## src/rtl/fetch_queue.sv

```systemverilog
// fetch_queue: instruction-fetch stage that sits right after the PC register.
// It issues the current PC to instruction memory, keeps the fetched words in a
// small in-order queue tagged with their PC, hands them to decode over a
// valid/ready handshake, and counts off stale responses after a redirect.
module fetch_queue #(
  parameter int DATA_WIDTH = 32,
  parameter int DEPTH      = 4
) (
  input  logic                  clk,
  input  logic                  rst,
  input  logic [DATA_WIDTH-1:0] Current_PC,
  output logic                  pc_advance,
  input  logic                  flush,
  output logic                  imem_req,
  output logic [DATA_WIDTH-1:0] imem_addr,
  input  logic                  imem_rvalid,
  input  logic [DATA_WIDTH-1:0] imem_rdata,
  output logic                  instr_valid,
  input  logic                  instr_ready,
  output logic [DATA_WIDTH-1:0] instr_out,
  output logic [DATA_WIDTH-1:0] instr_pc
);

  localparam int PW = $clog2(DEPTH);
  localparam int CW = PW + 1;
  localparam logic [CW-1:0] DEPTH_C = CW'(DEPTH);

  // Entry storage: PC tag, fetched word and a filled flag per slot
  logic [DATA_WIDTH-1:0] pc_mem    [DEPTH];
  logic [DATA_WIDTH-1:0] instr_mem [DEPTH];
  logic [DEPTH-1:0]      filled;

  // head = oldest entry, tail = next slot to allocate, fill = next slot to receive data
  logic [PW-1:0] head, tail, fill;

  // alloc_cnt = allocated entries, pend_cnt = allocated but not yet filled,
  // discard_cnt = responses still owed by memory for requests killed by a flush
  logic [CW-1:0] alloc_cnt, pend_cnt, discard_cnt;

  logic          issue, pop, drop, write;
  logic [CW-1:0] occupancy;

  // Issue/accept decisions; stale responses are consumed before any fill
  always_comb begin
    occupancy   = alloc_cnt + discard_cnt;
    issue       = rst && !flush && (alloc_cnt < DEPTH_C) && (occupancy < DEPTH_C);
    drop        = imem_rvalid && (discard_cnt != '0);
    write       = rst && !flush && imem_rvalid && (discard_cnt == '0) && (pend_cnt != '0);
    instr_valid = (alloc_cnt != '0) && filled[head];
    pop         = instr_valid && instr_ready && !flush;
    pc_advance  = issue;
    imem_req    = issue;
    imem_addr   = Current_PC & ~DATA_WIDTH'(3);
    instr_out   = instr_valid ? instr_mem[head] : '0;
    instr_pc    = instr_valid ? pc_mem[head]    : '0;
  end

  // Pointers, counters and filled flags; a flush empties the queue and turns
  // every unfilled request into a response that must be thrown away
  always_ff @(posedge clk or negedge rst) begin
    if (!rst) begin
      head        <= '0;
      tail        <= '0;
      fill        <= '0;
      alloc_cnt   <= '0;
      pend_cnt    <= '0;
      discard_cnt <= '0;
      filled      <= '0;
    end else if (flush) begin
      head        <= '0;
      tail        <= '0;
      fill        <= '0;
      alloc_cnt   <= '0;
      pend_cnt    <= '0;
      filled      <= '0;
      discard_cnt <= discard_cnt + pend_cnt - CW'(imem_rvalid);
    end else begin
      if (issue) begin
        tail         <= tail + PW'(1);
        filled[tail] <= 1'b0;
      end
      if (write) begin
        fill         <= fill + PW'(1);
        filled[fill] <= 1'b1;
      end
      if (pop) begin
        head         <= head + PW'(1);
        filled[head] <= 1'b0;
      end
      if (drop) begin
        discard_cnt <= discard_cnt - CW'(1);
      end
      alloc_cnt <= alloc_cnt + CW'(issue) - CW'(pop);
      pend_cnt  <= pend_cnt  + CW'(issue) - CW'(write);
    end
  end

  // Payload storage needs no reset: nothing is visible until its filled flag is set
  always_ff @(posedge clk) begin
    if (issue) begin
      pc_mem[tail] <= Current_PC;
    end
    if (write) begin
      instr_mem[fill] <= imem_rdata;
    end
  end

  // Memory must never answer a request that was not made
  a_no_orphan_rvalid: assert property (@(posedge clk) disable iff (!rst)
    imem_rvalid |-> ((discard_cnt != '0) || (pend_cnt != '0)));

  // Owed responses plus live entries can never exceed the queue size
  a_capacity: assert property (@(posedge clk) disable iff (!rst)
    ({1'b0, discard_cnt} + {1'b0, alloc_cnt}) <= {1'b0, DEPTH_C});

endmodule

```

## config.mk

```make
export PLATFORM = sky130hd
export DESIGN_NAME = fetch_queue
export DESIGN_NICKNAME = d
export VERILOG_FILES = /design/src/rtl/fetch_queue.sv
export SDC_FILE = /design/constraint.sdc
export NUM_CORES = 1
export LEC_CHECK = 0
export ABC_AREA = 0
export BUFFER_PORTS_ARGS = -buffer_cell sky130_fd_sc_hd__buf_2
export CORE_MARGIN = 1
export CORE_UTILIZATION = 47
export CTS_CLUSTER_SIZE = 20
export DETAILED_ROUTE_END_ITERATION = 7
export HOLD_SLACK_MARGIN = 0.06
export PLACE_DENSITY_LB_ADDON = 0.15
export SLEW_MARGIN = 20
export SYNTH_ARGS = -nofsm -noshare
export SYNTH_HDL_FRONTEND = slang
export SYNTH_SLANG_ARGS = --single-unit
export TNS_END_PERCENT = 100
```

## constraint.sdc

```tcl
create_clock -name clk -period 2.99 [get_ports clk]
set_input_delay 0.1495 -clock clk [delete_from_list [all_inputs] [get_ports clk]]
set_output_delay 0.1495 -clock clk [all_outputs]
set_load 0.005 [all_outputs]
```

# Word level (Yosys, flattened, before mapping)
# Memory sizes are Yosys's and may differ from the RTL's.
# Cells that the tools add are included.
word_totals:
  ff_bits: 19
  mem_bits_rw: 256
  in_bits: 69
  output_inout_bits: 99
  word_cells: 85
  mem_count: 2
classes:
  add_sub_neg: 11
  magnitude_cmp: 8
  mux: 30
  bitwise: 5
  n_reduce_logical: 22
memory_table:
  columns: ["memory", "depth", "width", "rd", "rd_ports_with_merged_regs", "wr", "line", "rtl"]
  rows:
  - ["instr_mem", 4, 32, 1, 0, 1, "30", "logic [DATA_WIDTH-1:0] instr_mem [DEPTH];"]
  - ["pc_mem", 4, 32, 1, 0, 1, "29", "logic [DATA_WIDTH-1:0] pc_mem [DEPTH];"]
op_table:
  columns: ["op", "n"]
  rows:
  - ["32-bit 2-to-1 mux", 2]
  - ["4-bit 2-to-1 mux", 6]
  - ["1-bit logical AND", 13]
  - ["2-bit 2-to-1 mux", 6]
  - ["3-bit 2-to-1 mux", 4]
  - ["2-bit by 3-bit less-than comparator with 1-bit output (second input constant)", 3]
  - ["3-bit nonzero test", 3]
  - ["3-bit by 1-bit subtractor with 3-bit output", 3]
  - ["4-bit bitwise AND", 2]
  - ["1-bit 2-to-1 mux", 8]
  - ["4-bit inverter", 2]
  - ["2-bit nonzero test", 4]
  - ["2-bit by 1-bit adder with 2-bit output (second input constant)", 3]
  - ["3-bit by 1-bit adder with 3-bit output", 2]
  - ["3-bit adder", 2]
  - ["1-bit demux with 2-bit select", 3]
  - ["2-bit by 1-bit >= comparator with 1-bit output (second input constant)", 3]
  - ["3-bit less-than comparator (second input constant)", 2]
  - ["4-bit bitwise OR", 1]
  - ["3-bit zero test", 1]
  - ["3-bit by 1-bit subtractor with 3-bit output (second input constant)", 1]
  - ["1-bit binary-select mux with 2-bit select", 1]
  - ["1-bit zero test", 1]

# Longest topological paths before layout
depth:
  word_depth: 14
  ltp_mapped: 12
  ltp_nobuf: 11

# Worst setup path before layout
# OpenSTA, ideal clock, no wires.
synth_timing:
  kind: "register to register"
  start: "register alloc_cnt[1]"
  end: "memory pc_mem[0][0], enable pin"
  setup_ns: 0.421
  arrival_ns: 2.507
  t_required_ns: 2.569
  slack_ns: 0.062
  stages_incl_launch_ff: 5
  path_buffers: 0
  synth_period_minus_slack_ns: 2.928
  path_cell_list: "dfrtp_1 > ha_1 > a31oi_1 > mux2i_2 > nor2_1"
synth_via:
  elab_chain_cells: 5
  elab_cells_between_ends: 7
  cone_classes: "add/sub (1); order compare (2); mux (2); reduce/logical (2)"
synth_lines:
  columns: ["element", "line", "rtl"]
  rows:
  - ["from (decl)", "38", "logic [CW-1:0] alloc_cnt, pend_cnt, discard_cnt;"]
  - ["from (signal assigned)", "93", "alloc_cnt <= alloc_cnt + CW'(issue) - CW'(pop);"]
  - ["3-bit adder / 3-bit less-than comparator (equally long branches)", "45, 46", null]
  - ["3-bit less-than comparator / 1-bit logical AND (equally long branches)", "46", "issue = rst && !flush && (alloc_cnt < DEPTH_C) && (occupancy < DEPTH_C);"]
  - ["1-bit logical AND *", "46", null]
  - ["1-bit 2-to-1 mux *", "100", "if (issue) begin"]
  - ["1-bit 2-to-1 mux (implied by the code) *", "101", "pc_mem[tail] <= Current_PC;"]
  - ["to (decl)", "29", null]
# Every way passes the cells marked *; elsewhere a longest branch is shown, timed or not.

# Final worst setup path
layout_timing:
  start: "register head[0]"
  end: "output port instr_pc[23]"
layout_via:
  elab_chain_cells: 4
  elab_cells_between_ends: 5
  cone_classes: "mux (3); reduce/logical (1); memory (1)"
layout_lines:
  columns: ["element", "line", "rtl"]
  rows:
  - ["from (decl)", "34", "logic [PW-1:0] head, tail, fill;"]
  - ["from (signal assigned)", "87", "head <= head + PW'(1);"]
  - ["1-bit binary-select mux with 2-bit select", "49", "instr_valid = (alloc_cnt != '0) && filled[head];"]
  - ["1-bit 2-to-1 mux (implied by the code)", "49", null]
  - ["1-bit logical AND", "49", null]
  - ["32-bit 2-to-1 mux *", "55", "instr_pc = instr_valid ? pc_mem[head] : '0;"]
  - ["to (decl)", "21", "output logic [DATA_WIDTH-1:0] instr_pc"]
# Every way passes the cells marked *; elsewhere a longest branch is shown, timed or not. The select of a mux whose other input is x is not followed.

==> metrics.txt <==
# TYPE chip_impl_metric gauge
chip_impl_info{name="clockRootBuffer",value="sky130_fd_sc_hd__clkbuf_16"} 1
chip_impl_info{name="critPathTopFamily",value="flip-flops"} 1
chip_impl_metric{name="ff_latch_area",unit="mm²"} 0.008170
chip_impl_metric{name="gpl.final_weighted_congestion",unit=""} 0.7915
chip_impl_metric{name="area_delta_synth_final",unit="%"} 23.53
chip_impl_metric{name="clk_pin_slew",unit="ns"} 0.05
chip_impl_metric{name="r2r_cells",unit=""} 10
chip_impl_metric{name="synth.cell_area",unit="mm²"} 0.01134
chip_impl_metric{name="drv.max_cap_violation_count",unit=""} 0
chip_impl_metric{name="fin_setup_tns",unit="ns"} 0
chip_impl_metric{name="final_net_count",unit=""} 894
chip_impl_metric{name="global_route_total_overflow",unit=""} 0
chip_impl_info{name="synth_ff_type",value="sky130_fd_sc_hd__edfxtp_1"} 1
chip_impl_metric{name="worst_slew_pin_slew",unit="ns"} 1.008
chip_impl_metric{name="routed_via_density",unit=""} 5.093
chip_impl_metric{name="use_met1",unit="%"} 23.45
chip_impl_metric{name="die-width",unit="µm"} 157.3
chip_impl_metric{name="timing.critical_path.required",unit="ns"} 2.84
chip_impl_info{name="cp-end-kind",value="output pin"} 1
chip_impl_info{name="timing.hold.worst.class",value="input port to asynchronous set/reset pin"} 1
chip_impl_info{name="timing_worst_setup_path_type",value="register to output pin"} 1
chip_impl_metric{name="slew_viol_final",unit=""} 0
chip_impl_metric{name="final_core_utilization",unit="%"} 59.48
chip_impl_metric{name="timing.fmax",unit="GHz"} 0.3671
chip_impl_info{name="crit_path_start_kind",value="register"} 1
chip_impl_metric{name="postCtsResizedCells",unit=""} 0
chip_impl_metric{name="grtUsageTotal",unit="%"} 17.94
chip_impl_metric{name="initial_drt_pass_iterations",unit=""} 4
chip_impl_metric{name="power.sequential.fraction",unit="%"} 50.5
chip_impl_metric{name="warnings_from_yosys",unit=""} 0
chip_impl_metric{name="p_leak",unit="nW"} 5.126
chip_impl_metric{name="antenna-diode-count",unit=""} 0
chip_impl_metric{name="fin_worst_skew",unit="ns"} 0.008094
chip_impl_metric{name="switching_share",unit="%"} 20.13
chip_impl_metric{name="rrSetupSlack",unit="ns"} 0.42
chip_impl_info{name="crit_path_start",value="head[0]$_DFFE_PN0P_"} 1
chip_impl_metric{name="cts_num_sinks",unit=""} 275
chip_impl_metric{name="yosysUniqueCellTypes",unit=""} 36
chip_impl_metric{name="portbufs",unit=""} 165
chip_impl_metric{name="post-dp-hpwl",unit="mm"} 12.15
chip_impl_metric{name="setup_violations",unit=""} 0
chip_impl_metric{name="fill_cells",unit=""} 1781
chip_impl_metric{name="fp-row-count",unit=""} 56
chip_impl_metric{name="hold_viol",unit=""} 0
chip_impl_metric{name="grt_pass1_wl",unit="mm"} 33.22
chip_impl_metric{name="final_worst_path_cycle_share",unit="%"} 91.09
chip_impl_metric{name="ir_worst_vdd",unit="mV"} 0.4961
chip_impl_info{name="grt_busiest_layer",value="met2"} 1
chip_impl_metric{name="switching_power",unit="mW"} 1.743
chip_impl_info{name="crit_path_cell_trace",value="mux4_2 -> o31a_2 -> buf_12 -> and2_1 -> buf_2"} 1
chip_impl_metric{name="die_area",unit="mm²"} 0.02474
chip_impl_metric{name="ys_ff_latch",unit=""} 275
chip_impl_metric{name="grt_use_met2",unit="%"} 31.06
chip_impl_metric{name="wl_per_cell",unit="µm"} 18.84
chip_impl_metric{name="grt_start_max_net_pins",unit=""} 69
chip_impl_metric{name="critical_path.n_buffers_inverters",unit=""} 2
chip_impl_info{name="grt_setup_unrepaired",value="false"} 1
chip_impl_metric{name="final_layout_size_suffix_gt1_share",unit="%"} 36.73
chip_impl_info{name="reg2reg_to",value="alloc_cnt[2]$_DFF_PN0_"} 1
chip_impl_metric{name="synth_edf_count",unit=""} 256
chip_impl_metric{name="cts_buffers",unit=""} 30
chip_impl_metric{name="timing.critical_path.fanout_max",unit=""} 42
chip_impl_metric{name="fin_crit",unit="ns"} 2.724
chip_impl_metric{name="cpPeakStageDelay",unit="ns"} 0.50
chip_impl_metric{name="synth-async-reset-ratio",unit="%"} 6.909
chip_impl_metric{name="met3_usage",unit="%"} 3.139
chip_impl_metric{name="clock_tree.buffer_depth",unit=""} 3
chip_impl_info{name="outcome",value="completed"} 1
chip_impl_metric{name="postRouteWirelength",unit="mm"} 21.55
chip_impl_metric{name="seq_area_frac_synth",unit="%"} 72.01
chip_impl_metric{name="worst_skew_pair.late_latency",unit="ns"} 0.53
chip_impl_metric{name="multiInputGateArea",unit="mm²"} 0.002701
chip_impl_metric{name="placeableCoreArea",unit="mm²"} 0.02354
chip_impl_metric{name="cp.depth",unit=""} 5
chip_impl_metric{name="grt_pass1_vias",unit=""} 6205
chip_impl_metric{name="via_count",unit=""} 5826
chip_impl_metric{name="initial_cell_density_of_the_core",unit="%"} 48.15
chip_impl_metric{name="cell_internal_pwr",unit="mW"} 6.916
chip_impl_metric{name="cp_data_arrival_time",unit="ns"} 2.57
chip_impl_info{name="cp-endpoint",value="instr_pc[23]"} 1
chip_impl_metric{name="clkPwrFrac",unit="%"} 42.5
chip_impl_info{name="timing.rr.start",value="head[0]$_DFFE_PN0P_"} 1
chip_impl_info{name="critical_path_slowest_stage_cell",value="sky130_fd_sc_hd__dfrtp_4"} 1
chip_impl_metric{name="final_antenna_net_count",unit=""} 0
chip_impl_metric{name="timing.max_slew.rel_slack",unit="%"} 32.83
chip_impl_metric{name="grt_antenna_before_repair",unit=""} 1
chip_impl_metric{name="power.density",unit="mW/mm²"} 618.4
chip_impl_metric{name="drt_iter0_drc",unit=""} 307
chip_impl_metric{name="num_io_pins",unit=""} 168
chip_impl_metric{name="syn_area_per_cell",unit="µm²"} 19.54
chip_impl_metric{name="drcViolationCount",unit=""} 0
chip_impl_metric{name="cts.htree.levels",unit=""} 1
chip_impl_metric{name="post_synth_inst_count",unit=""} 580
chip_impl_info{name="cts_tree",value="yes"} 1
chip_impl_metric{name="floorplan.die.height",unit="µm"} 157.3
chip_impl_metric{name="power.share.combinational",unit="%"} 7.0
==> per-layer routing <==
metal,up-vias,routed length (µm)
met5,-,13
met4,2,422
met3,37,948
met2,153,11010
met1,2985,9159
li1,2649,-
==> sequential cells by signal, summed over array words and instances, names as in the netlist <==
signal,flops
instr_mem,128
pc_mem,128
filled,4
alloc_cnt,3
discard_cnt,3
pend_cnt,3
fill,2
head,2
tail,2
==> worst reg2reg max path, stage by stage (launching register included) <==
cell,delay [ns]
sky130_fd_sc_hd__dfrtp_4,0.43
sky130_fd_sc_hd__mux4_2,0.55
sky130_fd_sc_hd__and2_4,0.20
sky130_fd_sc_hd__nor2b_1,0.14
sky130_fd_sc_hd__ha_1,0.30
sky130_fd_sc_hd__inv_1,0.06
sky130_fd_sc_hd__ha_1,0.13
sky130_fd_sc_hd__inv_1,0.05
sky130_fd_sc_hd__fa_1,0.37
sky130_fd_sc_hd__xnor2_1,0.17
sky130_fd_sc_hd__nor2_1,0.05
==> cells in the final DEF (no fill, tap or decap), drive strengths merged, types with 5 or more instances in the layout <==
cell         Yosys  final
clkinv           0      6
clkbuf           7     44
mux4            65     65
ha              21     21
dlygate4sd3      0     68
o21ai            5      5
dfrtp           19     19
nor2            14     14
and2            65     65
nand2           10     10
buf             52    179
xnor2            8      8
inv             24     24
edfxtp         256    256
==> cell type report <==
cell class	count	share of cell area, %
Inverter	24	0.6433
Tap cell	319	2.850
Timing Repair Buffer	247	11.69
Clock inverter	12	1.153
Multi-Input combinational cell	223	19.29
Clock buffer	44	6.031
Sequential cell	275	58.35
==> Yosys cell counts, drive strengths merged (3+ instances only) <==
library cell,n,area [µm²]
clkbuf,7,26.28
ha,21,262.8
a221oi,4,60.06
xnor2,8,70.07
o21ai,5,25.02
edfxtp,256,7687
and2,65,409.1
xor2,3,26.28
nand2,10,37.54
nor2,14,52.55
a21oi,3,15.01
nor2b,4,25.02
dfrtp,19,475.5
buf,52,390.4
mux4,65,1464
mux2i,4,43.79
inv,24,90.09
fa,3,60.06
==> power groups by stage <==
| stage | Sequential (mW) | Clock (mW) | Combinational (mW) |
|---|---|---|---|
| floorplan | 4.45 | 0 | 0.360 |
| global placement | 4.45 | 0 | 0.520 |
| detailed placement | 4.46 | 0 | 0.539 |
| CTS | 4.38 | 3.77 | 0.615 |
| global route | 4.39 | 3.91 | 0.685 |
| finish | 4.38 | 3.68 | 0.606 |
==> worst min-delay path by stage <==
stage                      startpoint                    endpoint  slack (ns)
after floorplan                   rst      alloc_cnt[0]$_DFF_PN0_       -0.15
after CTS                 instr_ready         head[1]$_DFFE_PN0P_        0.13
final                             rst         tail[0]$_DFFE_PN0P_        0.15
after global routing              rst         tail[0]$_DFFE_PN0P_        0.16
after global placement            rst  discard_cnt[1]$_DFFE_PN0P_        0.04
after detailed placement          rst  discard_cnt[0]$_DFFE_PN0P_        0.04
==> kinds of logic after synthesis <==
kind of cell               synth area share [%]
DFF                                       72.01
and+or+nand+nor                           5.265
buffers and inverters                     4.470
muxes                                     13.30
adders and majority gates                 2.848
AOI/OAI and AO/OA                         1.225
xor gates and xnor gates                 0.8500
other                                   0.03308
==> what timing repair did <==
item / CTS / global route
endpoints found under the hold margin: 280 / 0
setup buffers: 0 / 0
setup endpoints to repair: 0 / 0
hold buffers: 68 / 0
==> per-stage QoR <==
stage | hold WS, ns | std cells | power [mW] | setup slack (ns) | area, µm²
after floorplan | -0.1461 | 581 | 4.806 | 0.06160 | 11340
after global placement | 0.03692 | 1020 | 4.970 | 0.4714 | 12320
after detailed placement | 0.04248 | 1020 | 4.996 | 0.4063 | 12320
after CTS | 0.1273 | 1144 | 8.763 | 0.1947 | 14000
after global routing | 0.1586 | 1144 | 8.978 | 0.08772 | 14000
final | 0.1462 | 1144 | 8.660 | 0.2663 | 14000
Power figures use the tool's default switching activity.
